[src/rtl/fir_mac_sched.sv]
`default_nettype none
// ============================================================================
// Module   : fir_mac_sched
// Brief    : 37-tap FIR sharing one multiplier/accumulator across taps.
//            Optional coefficient write port: FIR_SCHED_COEF_WR_EN.
// Revision : 1.0
// ============================================================================
module fir_mac_sched #(
    parameter int TAPS   = 37,
    parameter int IN_WL  = 15,
    parameter int OUT_WL = 20,
    parameter int SHIFT  = 10
) (
    input  logic                     clk,
    input  logic                     rst,
    input  logic                     in_valid,
    output logic                     in_ready,
    input  logic signed [IN_WL-1:0]  in_data,
    output logic                     out_valid,
    input  logic                     out_ready,
    output logic signed [OUT_WL-1:0] out_data,
`ifdef FIR_SCHED_COEF_WR_EN
    input  logic                     coef_we,
    input  logic [5:0]               coef_addr,
    input  logic signed [IN_WL-1:0]  coef_wdata,
`endif
    output logic                     busy
);

    localparam int c_PTR_W  = $clog2(TAPS);
    localparam int c_PROD_W = 2 * IN_WL;

    typedef logic [c_PTR_W-1:0] ptr_t;
    localparam ptr_t c_LAST = ptr_t'(TAPS - 1);

    // First half of the symmetric default set; the upper half mirrors it.
    localparam int c_HALF [19] = '{
        -38, -137, 0, 241, 120, -331, -351, 338, 690, -178,
        -1114, -267, 1562, 1185, -1964, -3176, 2241, 11639, 16383
    };

    function automatic logic signed [IN_WL-1:0] default_coef(input int idx);
        int m;
        m = (idx > TAPS / 2) ? (TAPS - 1 - idx) : idx;
        return (m >= 0 && m < 19) ? IN_WL'(c_HALF[m]) : '0;
    endfunction

    typedef enum logic [1:0] {
        S_IDLE = 2'd0,
        S_MAC  = 2'd1,
        S_OUT  = 2'd2
    } state_t;

    state_t                    r_state;
    state_t                    w_state_nxt;
    logic signed [IN_WL-1:0]   r_hist [TAPS];
    ptr_t                      r_wr_ptr;
    ptr_t                      r_rd_ptr;
    ptr_t                      r_k;
    logic signed [OUT_WL-1:0]  r_acc;
    logic signed [IN_WL-1:0]   w_x;
    logic signed [IN_WL-1:0]   w_coef;
    logic signed [c_PROD_W-1:0] w_prod;
    logic signed [OUT_WL-1:0]  w_term;

`ifdef FIR_SCHED_COEF_WR_EN
    localparam logic [5:0] c_ADDR_LAST = 6'(TAPS - 1);
    logic signed [IN_WL-1:0] r_coef [TAPS];

    always_ff @(posedge clk or posedge rst) begin
        if (rst) begin
            for (int i = 0; i < TAPS; i++) r_coef[i] <= default_coef(i);
        end else if (r_state == S_IDLE && coef_we && coef_addr <= c_ADDR_LAST) begin
            r_coef[coef_addr] <= coef_wdata;
        end
    end

    assign w_coef = r_coef[r_k];
`else
    assign w_coef = default_coef(int'(r_k));
`endif

    // Floor-truncated product, then wrapped into the accumulator width.
    assign w_x    = r_hist[r_rd_ptr];
    assign w_prod = w_x * w_coef;
    assign w_term = OUT_WL'(w_prod >>> SHIFT);

    always_ff @(posedge clk or posedge rst) begin
        if (rst) r_state <= S_IDLE;
        else     r_state <= w_state_nxt;
    end

    always_comb begin
        w_state_nxt = r_state;
        in_ready    = 1'b0;
        out_valid   = 1'b0;
        case (r_state)
            S_IDLE: begin
                in_ready = 1'b1;
                if (in_valid) w_state_nxt = S_MAC;
            end
            S_MAC: begin
                if (r_k == c_LAST) w_state_nxt = S_OUT;
            end
            S_OUT: begin
                out_valid = 1'b1;
                if (out_ready) w_state_nxt = S_IDLE;
            end
            default: w_state_nxt = S_IDLE;
        endcase
    end

    assign busy     = (r_state != S_IDLE);
    assign out_data = r_acc;

    // Read pointer starts on the newest sample and walks backwards in time.
    always_ff @(posedge clk or posedge rst) begin
        if (rst) begin
            for (int i = 0; i < TAPS; i++) r_hist[i] <= '0;
            r_wr_ptr <= '0;
            r_rd_ptr <= '0;
            r_k      <= '0;
            r_acc    <= '0;
        end else if (r_state == S_IDLE && in_valid) begin
            r_hist[r_wr_ptr] <= in_data;
            r_rd_ptr         <= r_wr_ptr;
            r_wr_ptr         <= (r_wr_ptr == c_LAST) ? '0 : r_wr_ptr + ptr_t'(1);
            r_k              <= '0;
            r_acc            <= '0;
        end else if (r_state == S_MAC) begin
            r_acc    <= r_acc + w_term;
            r_k      <= r_k + ptr_t'(1);
            r_rd_ptr <= (r_rd_ptr == '0) ? c_LAST : r_rd_ptr - ptr_t'(1);
        end
    end

endmodule
`default_nettype wire

[config.mk]
export PLATFORM = sky130hd
export DESIGN_NAME = fir_mac_sched
export DESIGN_NICKNAME = d
export VERILOG_FILES = /design/src/rtl/fir_mac_sched.sv
export SDC_FILE = /design/constraint.sdc
export NUM_CORES = 2
export LEC_CHECK = 0
export CORE_UTILIZATION = 55
export CTS_BUF_LIST = sky130_fd_sc_hd__clkbuf_16
export DETAILED_ROUTE_END_ITERATION = 12
export PLACE_DENSITY_LB_ADDON = 0.05
export SLEW_MARGIN = 20
export SYNTH_ARGS = -nofsm -noshare
export SYNTH_HDL_FRONTEND = slang
export SYNTH_SLANG_ARGS = --single-unit
[constraint.sdc]
create_clock -name clk -period 23.6 [get_ports clk]
set_input_delay 7.08 -clock clk [delete_from_list [all_inputs] [get_ports clk]]
set_output_delay 7.08 -clock clk [all_outputs]
set_load 0.005 [all_outputs]
---- After elaboration in Yosys (flattened, before gate mapping) ----
Memories as Yosys holds them, arrays and structs flattened.
Index checks and enable logic that the tools add are counted.
storage, ports and cells
  memories ................................ 1
  bits of input ports ..................... 19
  register bits after elaboration ......... 595
  output and inout port bits .............. 23
  word-level logic and storage cells ...... 98
  ROM bits ................................ 1024
cells by class
  reductions and logical operators ........ 8
  muxes and demuxes ....................... 24
  bitwise operators ....................... 3
  $lt $le $gt $ge ......................... 7
  eq/ne operators ......................... 7
  add/subtract/negate cells ............... 5
  $mul .................................... 1
memory list
  memory            depth  width  read ports  clocked after Yosys merged registers in  write ports  RTL line  RTL
  (name not given)  32     32     1           0                                        0            45        return (m >= 0 && m < 19) ? IN_WL'(c_HALF[m]) : '0;
operators by type and width
  kind                   count
  $bwmux W555            1
  $bmux W15 S6           1
  $demux W15 S6          1
  $mux W15               6
  $mux W20               2
  $mux W6                6
  $ge A32 B1 Y1 const B  1
  $ge A32 B6 Y1 const B  1
  $lt A32 B6 Y1 const B  1
  $mux W32               1
  $not A32 Y32           1
  $mul A15 B15 Y30       1
  $add A20 B20 Y20       1
  $ge A7 B7 Y1 const B   2
  $not A6 Y7             2
  $add A6 B1 Y6 const B  2
  $eq A6 B6 Y1 const B   2
  $lt A7 B1 Y1 const B   1
  $sub A6 B6 Y7 const A  1
  $gt A6 B5 Y1 const B   1
  $logic_not A6 Y1       1
  $mux W2                3
  $ne A2 B2 Y1 const B   3
  $pmux W2 S3            1
  8 further kinds        12

---- Logic depth before layout (Yosys ltp) ----
  word-level depth ........................ 11
  depth in mapped cells ................... 47
  mapped depth without buffers ............ 44

---- Least setup slack after synthesis ----
No wires, ideal clock.
  path kind ............................... register to register
  start point ............................. reg r_rd_ptr[0]
  end point ............................... reg r_acc[19], in the netlist out_data[19]
  arrival ................................. 9670 ps
  buffers on the path ..................... 7
  setup time .............................. 130 ps
  period minus slack after synthesis ...... 9800 ps
  cell stages (with the launch flop) ...... 46
  required time ........................... 23470 ps
  slack ................................... 13800 ps
  path through ............................ dfrtp_1 > buf_4 > buf_6 > buf_8 > buf_2 > buf_2 > buf_4 > mux4_2 > mux4_2 > nand2_1 > o21ai_0 > clkbuf_1 > nand2_1 > fa_1 > fa_1 > inv_1 > fa_1 > inv_1 > (+10 left out) > inv_1 > a31oi_4 > a21oi_2 > a31o_2 > a21oi_1 > xnor2_1 > ha_1 > nand3_1 > inv_1 > a31o_2 > o31a_1 > o2111ai_1 > o21ai_0 > o21ai_0 > nand2b_1 > a21oi_1 > xnor2_1 > o21ai_1
between the ends
  longest elaborated chain between the ends .. 8
RTL lines
  what                                         RTL line  RTL
  start, declared                              58        ptr_t r_rd_ptr;
  start signal, assigned                       126       r_rd_ptr <= r_wr_ptr;
  start signal, assigned                       133       r_rd_ptr <= (r_rd_ptr == '0) ? c_LAST : r_rd_ptr - ptr_t'(1);
  $not A6 Y7 (implied by the code)             84        assign w_x = r_hist[r_rd_ptr];
  $bmux W15 S6                                 84
  $mux W15 (implied by the code) (2 in a row)  84
  $mul A15 B15 Y30                             85        assign w_prod = w_x * w_coef;
  $add A20 B20 Y20                             131       r_acc <= r_acc + w_term;
  $mux W20                                     130       end else if (r_state == S_MAC) begin
  $mux W20                                     124       end else if (r_state == S_IDLE && in_valid) begin
  end signal, assigned                         131
  end, declared                                60        logic signed [OUT_WL-1:0] r_acc;
No other way between the ends. The select of a mux whose other input is x is not followed.
A chain may end at the register's enable or synchronous reset.

---- Worst setup path in the final report ----
  start point ............................. reg r_k[0]
  end point ............................... reg r_acc[19], in the netlist out_data[19]
between the ends
  longest elaborated chain between the ends .. 11
  elaborated cells between the ends (all ways) .. 15
  classes of those cells .................. add/sub (2); mul (1); order compare (3); mux (6); bitwise (1); reduce/logical (1); memory (1)
RTL lines
  what                                                                   RTL line  RTL
  start, declared                                                        59        ptr_t r_k;
  start signal, assigned                                                 132       r_k <= r_k + ptr_t'(1);
  $sub A6 B6 Y7 or $gt A6 B5 Y1 (tied branches)                          44        m = (idx > TAPS / 2) ? (TAPS - 1 - idx) : idx;
  $mux W32 (*)                                                           44
  parallel branches: the longest is 4 deep, another holds $ge A32 B1 Y1  -
  $mux W15 (*)                                                           45
  $mul A15 B15 Y30 (*)                                                   85
  $add A20 B20 Y20 (*)                                                   131
  $mux W20 (*)                                                           130
  $mux W20 (*)                                                           124
Every way passes the cells marked *. The select of a mux whose other input is x is not followed.

==> impl_results.md <==
- Worst skew pair latency: ~0.63 ns
- Vias per Instance: 6.04
- Number of remaining DRC errors: 0
- Fillers: between 5,000 and 6,000
- Avg WL per Cell: roughly 25 um
- Setup Buffers After CTS: 0
- CP peak stage delay: 0.87 ns
- Most frequent CP cell: fa_1
- Synthesis-to-layout area growth: 9.14%
- Critical path launch point type: flip-flop
- CTS HTree Levels: 3
- Core box area: approximately 0.066 mm^2
- Share of layout cells above drive strength 1: 0.313
- Number of synthesized register bits: 595
- Post-synth top cells: dfrtp_1 (595), mux2_2 (557), inv_1 (301), fa_1 (223), nand2_1 (192)
- Peak fanout along the critical path: 25
- Vias in the first global route: about 25,000
- ANT cells: 0
- Die area: 0.0684 mm^2
- Initial core utilization: 0.560
- First-pass GRT wire length: around 150,000 um
- Register area share after synthesis: 0.402
- Clock Skews: 0.0260 ns
- Total CTS buffers: 67
- Cell count after synthesis: around 2,900
- Pre-antenna DRT Iters: 5
- Post-CTS Resized: 0
- Synth Flop Type: dfrtp_1
- Grt total ovfl: 0
- Met2 Track Usage GR: 0.472
- F_max: 87.6 MHz
- Final Critical Period: 11.41 ns
- Max cap viols: 0
- Yosys cell types: between 70 and 80
- Status: finished clean
- Final hold violations: 0
- Number of synthesized flops with an enable pin: 0
- Cell area after synthesis: ~0.037 mm^2
- Max Transition Viols Final: 0
- Post-synth top area share: 0.402
- CTS clk-pin slew, worst paths: roughly 0.06 ns
- Top-level I/O count: 42
- Hold Buf Count CTS: 0
- Die W: between 200 and 300 um
- Synth area leaders: dfrtp_1 (40%), mux2_2 (17%), fa_1 (12%)
- Worst Path Required: ~24 ns
- Largest net degree at the start of global routing: 86
- Syn Nets: 3,292
- Routed Antenna Nets: 0
- Final nets: ~3,300
- Total wire length: ~95,000 um
- CTS tree: built
- GRT met3 Usage: 0.0526
- Initial drt markers: 1,609
- Fin crit share: 0.483
- Routability cong.: just under 0.9
- Worst hold-check path type: reg -> reg
- Met1 Use GR: 0.401
- Crit path arrival time: approximately 12 ns
- Most common cell in the netlist: dfrtp_1
- GR peak layer: met2
- RSZ-0062 raised after global routing: no
- Vias: 23,200
- Post-synth top area cell: dfrtp_1
- Die Y: between 200 and 300 um
- Max clock buf depth: 3
- Mean Syn Cell Area: approximately 13 um^2
- Hpwl dp: 62,700 um
- Worst slew pin tran: between 1 and 1.5 ns
- Crit. End Element: flip-flop
- Final setup viols: 0
- Setup CP Type: reg -> reg
- Count of input and output buffers: roughly 40
- Ys async rst share: 1.00
- YS warnings: 0
- Critical path's slowest cell: dfrtp_1
- Initial antenna violation count: 1
- Global Route Usage Sum: 0.289
- Clk sink count: between 500 and 600
- Setup TNS: 0 ns
- Row count: 94
- Slew margin rel.: 0.222
- CTS Root Cell: clkbuf_16
-- cell families after synthesis --
family                   synth area share
adder cells (fa/ha/maj)             0.156
AND/OR/NAND/NOR                    0.0644
buffers and inverters              0.0537
XOR/XNOR                           0.0111
AO/OA/AOI/OAI                      0.0403
flip-flops                          0.402
multiplexers                        0.272
-- metal layers --
metal | wire length (um) | vias to the layer above
met4 | 2480 | 0
met1 | 41000 | 12300
met5 | 0 | -
met2 | 45800 | 623
met3 | 5450 | 139
li1 | - | 10100
-- per-stage QoR --
step	setup slack (ns)	cells	area, um^2	hold WS (ns)	util
after floorplan	8.41	2944	37100	0.474	-
after global placement	11.99	3719	38300	0.481	0.579
after detailed placement	11.81	3719	38300	0.487	0.579
after CTS	11.81	3837	40400	0.500	0.610
after global routing	11.40	3838	40400	0.506	0.611
final	12.19	3838	40400	0.497	0.611
-- registers in the layout (all words and copies together) (netlist names) --
signal and flops:
r_k 6, r_wr_ptr 6, r_hist 555, out_data 20, r_state 2, r_rd_ptr 6
-- path summary, 6_finish.rpt --
kind	startpoint	to	slack, ns	cells past startpoint
max in group asynchronous	rst	r_hist[534]$_DFFE_PP0P_	13.46	6
setup reg to reg	r_k[0]$_DFFE_PP0P_	out_data[19]$_DFFE_PP0P_	12.19	40
hold / removal	r_hist[391]$_DFFE_PP0P_	r_hist[391]$_DFFE_PP0P_	0.50	1
min in group asynchronous	rst	r_state[1]$_DFFE_PP0P_	6.89	2
hold reg to reg	r_hist[391]$_DFFE_PP0P_	r_hist[391]$_DFFE_PP0P_	0.50	1
setup / recovery	r_k[0]$_DFFE_PP0P_	out_data[19]$_DFFE_PP0P_	12.19	40
-- cell usage in the layout (no fill, tap or decap), types with 8 or more instances in the layout --
cell             count
a21o_1              13
a21oi_1             42
a22oi_1             21
and2_1              44
and3_1              17
buf_4               77
clkbuf_16           68
clkdlybuf4s50_1     40
clkinv_1            16
clkinv_2             8
dfrtp_1            592
fa_1               223
ha_1               106
inv_1              317
mux2_2             557
mux2i_1             15
mux4_2             163
nand2_1            190
nand2b_1            17
nand3_1             29
nand4_1             11
nor2_1              98
nor2b_1             34
nor3_1              19
o21a_1              11
o21ai_0             63
o21ai_1              9
xnor2_1             30
xor2_1              17
-- cell type report --
type                       instances  area (um^2)  share of cell area
multi-input combinational       1836        20200               0.500
sequential                       595        14900               0.368
clock buffer                      68         1700              0.0421
inverter                         303         1140              0.0282
tap                              864         1080              0.0267
timing repair buffer             122         1040              0.0258
clock inverter                    50          342             0.00845
-- worst max-delay path, delay by kind of cell, from the launching register on --
family,cells,cell delay (ns)
flip-flops,1,0.87
adder cells (fa/ha/maj),9,4.03
XOR/XNOR,2,0.26
buffers and inverters,5,0.63
AND/OR/NAND/NOR,8,1.70
AO/OA/AOI/OAI,16,3.76
Power is not shown: default switching activity piles up to over one toggle a cycle in this logic, so the estimate is an artifact.
